`config.mk`:
```
export PLATFORM = sky130hd
export DESIGN_NAME = lanczos_fir6_flat
export DESIGN_NICKNAME = d
export VERILOG_FILES = /design/src/rtl/lanczos_fir6_pkg.sv /design/src/rtl/lanczos_fir6_if.sv /design/src/rtl/lanczos_mul_pair.sv /design/src/rtl/lanczos_fir6.sv /design/src/flat_wrapper.sv
export SDC_FILE = /design/constraint.sdc
export NUM_CORES = 2
export LEC_CHECK = 0
export CAP_MARGIN = 40
export CORE_ASPECT_RATIO = 0.6
export CORE_MARGIN = 4
export CORE_UTILIZATION = 30
export DETAILED_ROUTE_END_ITERATION = 8
export PLACE_DENSITY = 0.44
export SLEW_MARGIN = 20
export SYNTH_ARGS = -nofsm -noshare
export SYNTH_HDL_FRONTEND = slang
export SYNTH_HIERARCHICAL = 1
export SYNTH_SLANG_ARGS = --single-unit
```
`constraint.sdc`:
```
create_clock -name clk -period 12.2 [get_ports clk]
set_input_delay 2.44 -clock clk [delete_from_list [all_inputs] [get_ports clk]]
set_output_delay 2.44 -clock clk [all_outputs]
set_load 0.02 [all_outputs]
```
`src/rtl/lanczos_fir6_pkg.sv`:
```
// rtl/lanczos_fir6_pkg.sv - shared scaler constants and width formulas
package lanczos_fir6_pkg;

   localparam int LATENCY = 5;

   function automatic int coe_frac_default(input int coe_width);
      return coe_width - 2;
   endfunction

   function automatic int prod_width(input int pixel_width, input int coe_width);
      return pixel_width + 1 + coe_width;
   endfunction

   // Six products plus rounding term cannot overflow with 4 guard bits.
   function automatic int acc_width(input int pixel_width, input int coe_width);
      return pixel_width + coe_width + 4;
   endfunction

endpackage

```
`src/rtl/lanczos_fir6_if.sv`:
```
// rtl/lanczos_fir6_if.sv - window/coefficient input and filtered pixel output bundle
interface lanczos_fir6_if #(
   parameter int PIXEL_WIDTH = 8,
   parameter int COE_WIDTH   = 10,
   parameter int USER_WIDTH  = 2
);
   logic [PIXEL_WIDTH-1:0] p0_i, p1_i, p2_i, p3_i, p4_i, p5_i;
   logic                   vld_i;
   logic [USER_WIDTH-1:0]  user_i;
   logic [COE_WIDTH-1:0]   coe0_i, coe1_i, coe2_i, coe3_i, coe4_i, coe5_i;
   logic [PIXEL_WIDTH-1:0] pix_o;
   logic                   vld_o;
   logic [USER_WIDTH-1:0]  user_o;
   logic                   clip_o;

   modport master (
      output p0_i, p1_i, p2_i, p3_i, p4_i, p5_i, vld_i, user_i,
      output coe0_i, coe1_i, coe2_i, coe3_i, coe4_i, coe5_i,
      input  pix_o, vld_o, user_o, clip_o
   );

   modport slave (
      input  p0_i, p1_i, p2_i, p3_i, p4_i, p5_i, vld_i, user_i,
      input  coe0_i, coe1_i, coe2_i, coe3_i, coe4_i, coe5_i,
      output pix_o, vld_o, user_o, clip_o
   );
endinterface

```
`src/rtl/lanczos_mul_pair.sv`:
```
// rtl/lanczos_mul_pair.sv - two pixel*coefficient products (S1) and their sum (S2)
module lanczos_mul_pair
   import lanczos_fir6_pkg::*;
#(
   parameter int PIXEL_WIDTH = 8,
   parameter int COE_WIDTH   = 10,
   localparam int PROD_W     = prod_width(PIXEL_WIDTH, COE_WIDTH)
) (
   input  logic                        clk,
   input  logic                        rst,
   input  logic [PIXEL_WIDTH-1:0]      pix_a,
   input  logic [PIXEL_WIDTH-1:0]      pix_b,
   input  logic signed [COE_WIDTH-1:0] coe_a,
   input  logic signed [COE_WIDTH-1:0] coe_b,
   output logic signed [PROD_W:0]      sum
);

   logic signed [PROD_W-1:0] pix_a_x, pix_b_x, coe_a_x, coe_b_x;
   logic signed [PROD_W-1:0] prod_a, prod_b;

   // Pixels are unsigned: zero-extend so the product stays signed-correct.
   assign pix_a_x = {{(COE_WIDTH+1){1'b0}}, pix_a};
   assign pix_b_x = {{(COE_WIDTH+1){1'b0}}, pix_b};
   assign coe_a_x = {{(PIXEL_WIDTH+1){coe_a[COE_WIDTH-1]}}, coe_a};
   assign coe_b_x = {{(PIXEL_WIDTH+1){coe_b[COE_WIDTH-1]}}, coe_b};

   always_ff @(posedge clk or posedge rst) begin
      if (rst) begin
         prod_a <= '0;
         prod_b <= '0;
         sum    <= '0;
      end else begin
         prod_a <= pix_a_x * coe_a_x;
         prod_b <= pix_b_x * coe_b_x;
         sum    <= {prod_a[PROD_W-1], prod_a} + {prod_b[PROD_W-1], prod_b};
      end
   end

endmodule

```
`src/rtl/lanczos_fir6.sv`:
```
// rtl/lanczos_fir6.sv - 6-tap Lanczos FIR, 5-stage free-running pipeline
// with round-half-up and clamp to the pixel range.
module lanczos_fir6
   import lanczos_fir6_pkg::*;
#(
   parameter int PIXEL_WIDTH = 8,
   parameter int COE_WIDTH   = 10,
   parameter int COE_FRAC    = coe_frac_default(COE_WIDTH),
   parameter int USER_WIDTH  = 2
) (
   input  logic          clk,
   input  logic          rst,
   lanczos_fir6_if.slave bus
);

   localparam int PROD_W = prod_width(PIXEL_WIDTH, COE_WIDTH);
   localparam int PAIR_W = PROD_W + 1;
   localparam int ACC_W  = acc_width(PIXEL_WIDTH, COE_WIDTH);
   localparam logic signed [ACC_W-1:0] ROUND = ACC_W'(1) <<< (COE_FRAC - 1);

   logic [PIXEL_WIDTH-1:0]      p_s0 [6];
   logic signed [COE_WIDTH-1:0] coe [6];
   logic signed [PAIR_W-1:0]    pair_sum [3];
   logic signed [ACC_W-1:0]     acc;
   logic signed [ACC_W-1:0]     shifted;
   logic [PIXEL_WIDTH-1:0]      pix_next, pix_q;
   logic                        clip_next, clip_q;
   logic [LATENCY-1:0]          vld_pipe;
   logic [USER_WIDTH-1:0]       user_pipe [LATENCY];

   assign coe[0] = bus.coe0_i;
   assign coe[1] = bus.coe1_i;
   assign coe[2] = bus.coe2_i;
   assign coe[3] = bus.coe3_i;
   assign coe[4] = bus.coe4_i;
   assign coe[5] = bus.coe5_i;

   // S0 holds the window for one clock so it meets the ROM output.
   always_ff @(posedge clk or posedge rst) begin
      if (rst) begin
         for (int k = 0; k < 6; k++) p_s0[k] <= '0;
      end else begin
         p_s0[0] <= bus.p0_i;
         p_s0[1] <= bus.p1_i;
         p_s0[2] <= bus.p2_i;
         p_s0[3] <= bus.p3_i;
         p_s0[4] <= bus.p4_i;
         p_s0[5] <= bus.p5_i;
      end
   end

   for (genvar g = 0; g < 3; g++) begin : g_pair
      lanczos_mul_pair #(
         .PIXEL_WIDTH (PIXEL_WIDTH),
         .COE_WIDTH   (COE_WIDTH)
      ) u_pair (
         .clk   (clk),
         .rst   (rst),
         .pix_a (p_s0[2*g]),
         .pix_b (p_s0[2*g+1]),
         .coe_a (coe[2*g]),
         .coe_b (coe[2*g+1]),
         .sum   (pair_sum[g])
      );
   end

   always_ff @(posedge clk or posedge rst) begin
      if (rst) begin
         acc <= '0;
      end else begin
         acc <= {{(ACC_W-PAIR_W){pair_sum[0][PAIR_W-1]}}, pair_sum[0]}
              + {{(ACC_W-PAIR_W){pair_sum[1][PAIR_W-1]}}, pair_sum[1]}
              + {{(ACC_W-PAIR_W){pair_sum[2][PAIR_W-1]}}, pair_sum[2]}
              + ROUND;
      end
   end

   assign shifted = acc >>> COE_FRAC;

   always_comb begin
      pix_next  = shifted[PIXEL_WIDTH-1:0];
      clip_next = 1'b0;
      if (shifted[ACC_W-1]) begin
         pix_next  = '0;
         clip_next = 1'b1;
      end else if (|shifted[ACC_W-2:PIXEL_WIDTH]) begin
         pix_next  = '1;
         clip_next = 1'b1;
      end
   end

   always_ff @(posedge clk or posedge rst) begin
      if (rst) begin
         pix_q  <= '0;
         clip_q <= 1'b0;
      end else begin
         pix_q  <= pix_next;
         clip_q <= clip_next;
      end
   end

   // Tags advance only alongside valid samples, so user_o never shows idle data.
   always_ff @(posedge clk or posedge rst) begin
      if (rst) begin
         vld_pipe <= '0;
         for (int k = 0; k < LATENCY; k++) user_pipe[k] <= '0;
      end else begin
         vld_pipe <= {vld_pipe[LATENCY-2:0], bus.vld_i};
         if (bus.vld_i) user_pipe[0] <= bus.user_i;
         for (int k = 1; k < LATENCY; k++) begin
            if (vld_pipe[k-1]) user_pipe[k] <= user_pipe[k-1];
         end
      end
   end

   assign bus.pix_o  = pix_q;
   assign bus.clip_o = clip_q;
   assign bus.vld_o  = vld_pipe[LATENCY-1];
   assign bus.user_o = user_pipe[LATENCY-1];

endmodule

```
`src/flat_wrapper.sv`:
```
// flat-port wrapper written by rule: the top's interface ports become plain ports
module lanczos_fir6_flat import lanczos_fir6_pkg::*;
#(
   parameter int PIXEL_WIDTH = 8,
   parameter int COE_WIDTH   = 10,
   parameter int COE_FRAC    = coe_frac_default(COE_WIDTH),
   parameter int USER_WIDTH  = 2
)
  (clk, rst, bus_p0_i, bus_p1_i, bus_p2_i, bus_p3_i, bus_p4_i, bus_p5_i, bus_vld_i, bus_user_i, bus_coe0_i, bus_coe1_i, bus_coe2_i, bus_coe3_i, bus_coe4_i, bus_coe5_i, bus_pix_o, bus_vld_o, bus_user_o, bus_clip_o);
  lanczos_fir6_if #(.PIXEL_WIDTH(PIXEL_WIDTH), .COE_WIDTH(COE_WIDTH), .USER_WIDTH(USER_WIDTH)) bus_i ();
  input  logic clk;
  input  logic rst;
  input wire logic [$bits(bus_i.p0_i)-1:0] bus_p0_i;
  input wire logic [$bits(bus_i.p1_i)-1:0] bus_p1_i;
  input wire logic [$bits(bus_i.p2_i)-1:0] bus_p2_i;
  input wire logic [$bits(bus_i.p3_i)-1:0] bus_p3_i;
  input wire logic [$bits(bus_i.p4_i)-1:0] bus_p4_i;
  input wire logic [$bits(bus_i.p5_i)-1:0] bus_p5_i;
  input wire logic [$bits(bus_i.vld_i)-1:0] bus_vld_i;
  input wire logic [$bits(bus_i.user_i)-1:0] bus_user_i;
  input wire logic [$bits(bus_i.coe0_i)-1:0] bus_coe0_i;
  input wire logic [$bits(bus_i.coe1_i)-1:0] bus_coe1_i;
  input wire logic [$bits(bus_i.coe2_i)-1:0] bus_coe2_i;
  input wire logic [$bits(bus_i.coe3_i)-1:0] bus_coe3_i;
  input wire logic [$bits(bus_i.coe4_i)-1:0] bus_coe4_i;
  input wire logic [$bits(bus_i.coe5_i)-1:0] bus_coe5_i;
  output wire logic [$bits(bus_i.pix_o)-1:0] bus_pix_o;
  output wire logic [$bits(bus_i.vld_o)-1:0] bus_vld_o;
  output wire logic [$bits(bus_i.user_o)-1:0] bus_user_o;
  output wire logic [$bits(bus_i.clip_o)-1:0] bus_clip_o;
  assign bus_i.p0_i = bus_p0_i;
  assign bus_i.p1_i = bus_p1_i;
  assign bus_i.p2_i = bus_p2_i;
  assign bus_i.p3_i = bus_p3_i;
  assign bus_i.p4_i = bus_p4_i;
  assign bus_i.p5_i = bus_p5_i;
  assign bus_i.vld_i = bus_vld_i;
  assign bus_i.user_i = bus_user_i;
  assign bus_i.coe0_i = bus_coe0_i;
  assign bus_i.coe1_i = bus_coe1_i;
  assign bus_i.coe2_i = bus_coe2_i;
  assign bus_i.coe3_i = bus_coe3_i;
  assign bus_i.coe4_i = bus_coe4_i;
  assign bus_i.coe5_i = bus_coe5_i;
  assign bus_pix_o = bus_i.pix_o;
  assign bus_vld_o = bus_i.vld_o;
  assign bus_user_o = bus_i.user_o;
  assign bus_clip_o = bus_i.clip_o;
  lanczos_fir6 #(.PIXEL_WIDTH(PIXEL_WIDTH), .COE_WIDTH(COE_WIDTH), .COE_FRAC(COE_FRAC), .USER_WIDTH(USER_WIDTH)) u_core (.clk(clk), .rst(rst), .bus(bus_i));
endmodule
```
==> impl_metrics.py <==
metrics = {
    "drt": {
        "routed-via-count": 20000,
        "routed_wl_mm": 71.3,
        "routedWlPerCell_microns": 15.5,
        "firstDrtPassIters": 5,
        "antenna_left": 0,
        "via_per_inst": 4.33,
        "drt_iter0_drc": 1136,
        "drc": 0,
    },
    "sta": {
        "grt_setup_unrepaired": "false",
        "worst_pin_slew_ps": 611,
        "fin_skew_ps": 23.6,
        "max_freq_ghz": 0.148,
        "setup_viol": 0,
        "hold_violations": 0,
        "slew_headroom_pct": 58.9,
        "slew_violations": 0,
        "fin_crit_ps": 6770,
        "timing.final.crit_share_pct": 55.5,
        "setup_tns_ps": 0,
        "setup_ws_ps": 5430,
    },
    "setup_path": {
        "path_buf_inv": 5,
        "cp-start-kind": "input port",
        "cp_slowest_cell": "fa_1",
        "arrival_ps": 7240,
        "worstPathCellList": "clkdlybuf4s50_1 -> and2_1 -> fa_1 -> inv_1 -> fa_1 -> inv_1 -> fa_1 -> inv_1 -> fa_1 -> inv_1 -> ha_1 -> a2111oi_0 -> o21ai_1 -> a41oi_2 -> o21bai_1 -> a21oi_1 -> xnor2_1",
        "critPathTopFamily": "adder cells",
        "slowest_delay_ps": 570,
        "path_max_fanout": 8,
        "worst_ep_required_time_ps": 12670,
        "path_class": "input port to flip-flop",
        "endpoint_kind": "flip-flop",
    },
    "placement": {
        "place_congestion": 0.797,
        "dp.final_hpwl_mm": 58.9,
        "dpl_worst_slack_ps": 4870,
        "io_buffers": 124,
        "placed_area_sq_mm": 0.0327,
    },
    "floorplan": {
        "dieHeight_microns": 253,
        "rows": 89,
        "start_util_pct": 30.4,
        "die_area_sq_mm": 0.105,
        "die_w_microns": 416,
        "num_io_pins": 125,
        "design.core.area_sq_mm": 0.0987,
    },
    "power": {
        "p_comb_share_pct": 73.0,
        "switching_share_pct": 48.6,
        "seqPwrFrac_pct": 15.9,
        "p_int_mw": 4.82,
        "power.total_mw": 9.38,
        "leakage_nw": 17.1,
        "p_sw_mw": 4.56,
        "peakVddDrop_mv": 0.176,
        "power.density_mw_per_mm2": 277,
        "clockPowerShare_pct": 11.1,
    },
    "yosys": {
        "ys_top_cells_by_area": "fa_1 (28%), dfrtp_1 (22%), ha_1 (13%)",
        "synth_compound_area_share_pct": 8.25,
        "netlist_area_sq_mm": 0.0300,
        "avgSynthCellArea_sq_um": 9.52,
        "seq_area_frac_synth_pct": 21.7,
        "synth.distinct_cells": 81,
        "yosys.area.top_type": "fa_1",
        "synth_top_family_by_area": "adder cells",
        "syn_inst": 3148,
        "ys.flop_type": "dfrtp_1",
        "synth_seq_cells": 260,
        "async_flop_share_pct": 100,
        "synth_xor_xnor_area_share_pct": 4.47,
        "yosys.area_share.simple_pct": 13.2,
        "syn_nets": 4002,
        "synth-adder-area-share_pct": 41.4,
        "synth_mux_area_share_pct": 0.443,
        "synth_warnings": 6,
        "synth-edff-count": 0,
        "synthDominantCellAreaShare_pct": 27.9,
    },
    "finish": {
        "final_cell_mix": "inv_1 (780), fa_1 (418), ha_1 (323), nand2_1 (295), dfrtp_1 (260)",
        "syn2layout_area_growth_pct": 13.1,
        "drive_gt1_share_pct": 3.59,
        "design_area_sq_mm": 0.0339,
        "fillCellCount": 10200,
        "nNetsFinal": 4121,
        "multi_input_area_sq_mm": 0.0203,
        "fin_util_pct": 34.4,
        "diodes": 0,
        "regArea_sq_mm": 0.00651,
        "final_common_cell": "inv_1",
    },
    "clock_network": {
        "ctsResizeCount": 0,
        "htreeDepth": 2,
        "cts_root_buf": "clkbuf_16",
        "post_cts_buffers": 0,
        "cts_buffers": 35,
        "cts_buffer_depth": 3,
        "clk_latency_ps": 560,
        "cts.clk_slew.worst_paths_ps": 50,
        "cts_sinks": 260,
        "ctsHoldBuffers": 0,
        "cts_tree": "built",
    },
    "grt": {
        "grt_remaining_overflow": 0,
        "grtUsageTotal_pct": 14.1,
        "antenna_found_initial": 0,
        "grt_pass1_wl_mm": 119,
        "grt_max_degree": 59,
        "grt_pass1_vias": 20900,
    },
    "run": {
        "maxCapViolations": 0,
    },
    "outcome": {
        "status": "finished clean",
    },
    "hold_path": {
        "hp-class": "flip-flop to flip-flop",
    },
}
==> worst paths after layout <==
path / to / slack, ps / startpoint / depth (start not counted)
min in group asynchronous: u_core/g_pair[0].u_pair/sum[2]$_DFF_PP0_ / 2340 / rst / 3
min reg2reg: u_core/vld_pipe[4]$_DFF_PP0_ / 410 / u_core/vld_pipe[3]$_DFF_PP0_ / 0
max reg2reg: u_core/g_pair[0].u_pair/prod_b[16]$_DFF_PP0_ / 7190 / u_core/p_s0[33]$_DFF_PP0_ / 16
max: u_core/g_pair[0].u_pair/prod_b[16]$_DFF_PP0_ / 5430 / bus_coe1_i[9] / 17
min: u_core/vld_pipe[4]$_DFF_PP0_ / 410 / u_core/vld_pipe[3]$_DFF_PP0_ / 0
max in group asynchronous: u_core/p_s0[29]$_DFF_PP0_ / 8850 / rst / 4
==> cells by family (layout without fill, tap and decap cells) <==
group | Yosys count | after routing
xor gates and xnor gates | 153 | 153
AOI/OAI and AO/OA | 361 | 361
and+or+nand+nor | 788 | 788
muxes | 12 | 12
DFF | 260 | 260
buffers and inverters | 833 | 976
adders and majority gates | 741 | 741
==> layout make-up <==
class | instances | share of cell area, %
Clock buffer | 46 | 2.89
Clock inverter | 15 | 0.495
Inverter | 784 | 8.69
Multi-Input combinational cell | 2055 | 59.9
Sequential cell | 260 | 19.2
Tap cell | 1319 | 4.87
Timing Repair Buffer | 131 | 3.99
==> stage by stage <==
| step | instances | hold WS, ps |
|---|---|---|
| after global placement | 4546 | 409 |
| after CTS | 4608 | 413 |
| after global routing | 4610 | 425 |
| after floorplan | 3148 | 390 |
| after detailed placement | 4547 | 403 |
| final | 4610 | 414 |
==> sequential cells by signal, summed over array words and instances, names as in the netlist <==
name / count
u_core/acc: 14
u_core/bus.clip_o: 1
u_core/bus.pix_o: 8
u_core/bus.user_o: 2
u_core/g_pair.u_pair/prod_a: 57
u_core/g_pair.u_pair/prod_b: 57
u_core/g_pair.u_pair/sum: 60
u_core/p_s0: 48
u_core/user_pipe: 8
u_core/vld_pipe: 5
==> cells in the mapped netlist (20+ instances only) <==
cell	count
nand2_1	295
o21a_1	20
ha_1	323
nor2_1	96
a21oi_1	103
nor3_1	29
nand3_1	27
clkbuf_1	43
xor2_1	40
dfrtp_1	260
inv_1	784
a21o_1	35
o21ai_0	55
and2_1	256
fa_1	418
xnor2_1	113
a211oi_1	20
==> power by group through the flow <==
stage                     registers, mW  logic, mW  clock network (mW)
final                              1.49       6.85                1.04
after global placement             1.51       6.89                   0
after global routing               1.52       7.88                1.12
after detailed placement           1.51       6.84                   0
after CTS                          1.50       6.92                1.09
after floorplan                    1.40       5.31                   0
==> per-layer routing <==
metal / routed length [microns] / global-route usage, % / share of wire [%] / vias up
met3: 2270 / 1.70 / 3.2 / 54
met1: 41600 / 24.2 / 58 / 9760
met5: 0 / 0 / 0 / -
met4: 865 / 2.19 / 1.2 / 0
met2: 26600 / 18.7 / 37 / 248
li1: - / - / - / 9894
==> worst register-to-register path, cell delays in order, from the launching register on <==
cell	delay, ps
dfrtp_1	560
and2_1	300
fa_1	570
inv_1	160
fa_1	560
inv_1	50
fa_1	470
inv_1	50
fa_1	520
inv_1	40
ha_1	360
a2111oi_0	370
o21ai_1	170
a41oi_2	300
o21bai_1	90
a21oi_1	180
xnor2_1	160
No activity file was read; power rests on OpenSTA's default activity.
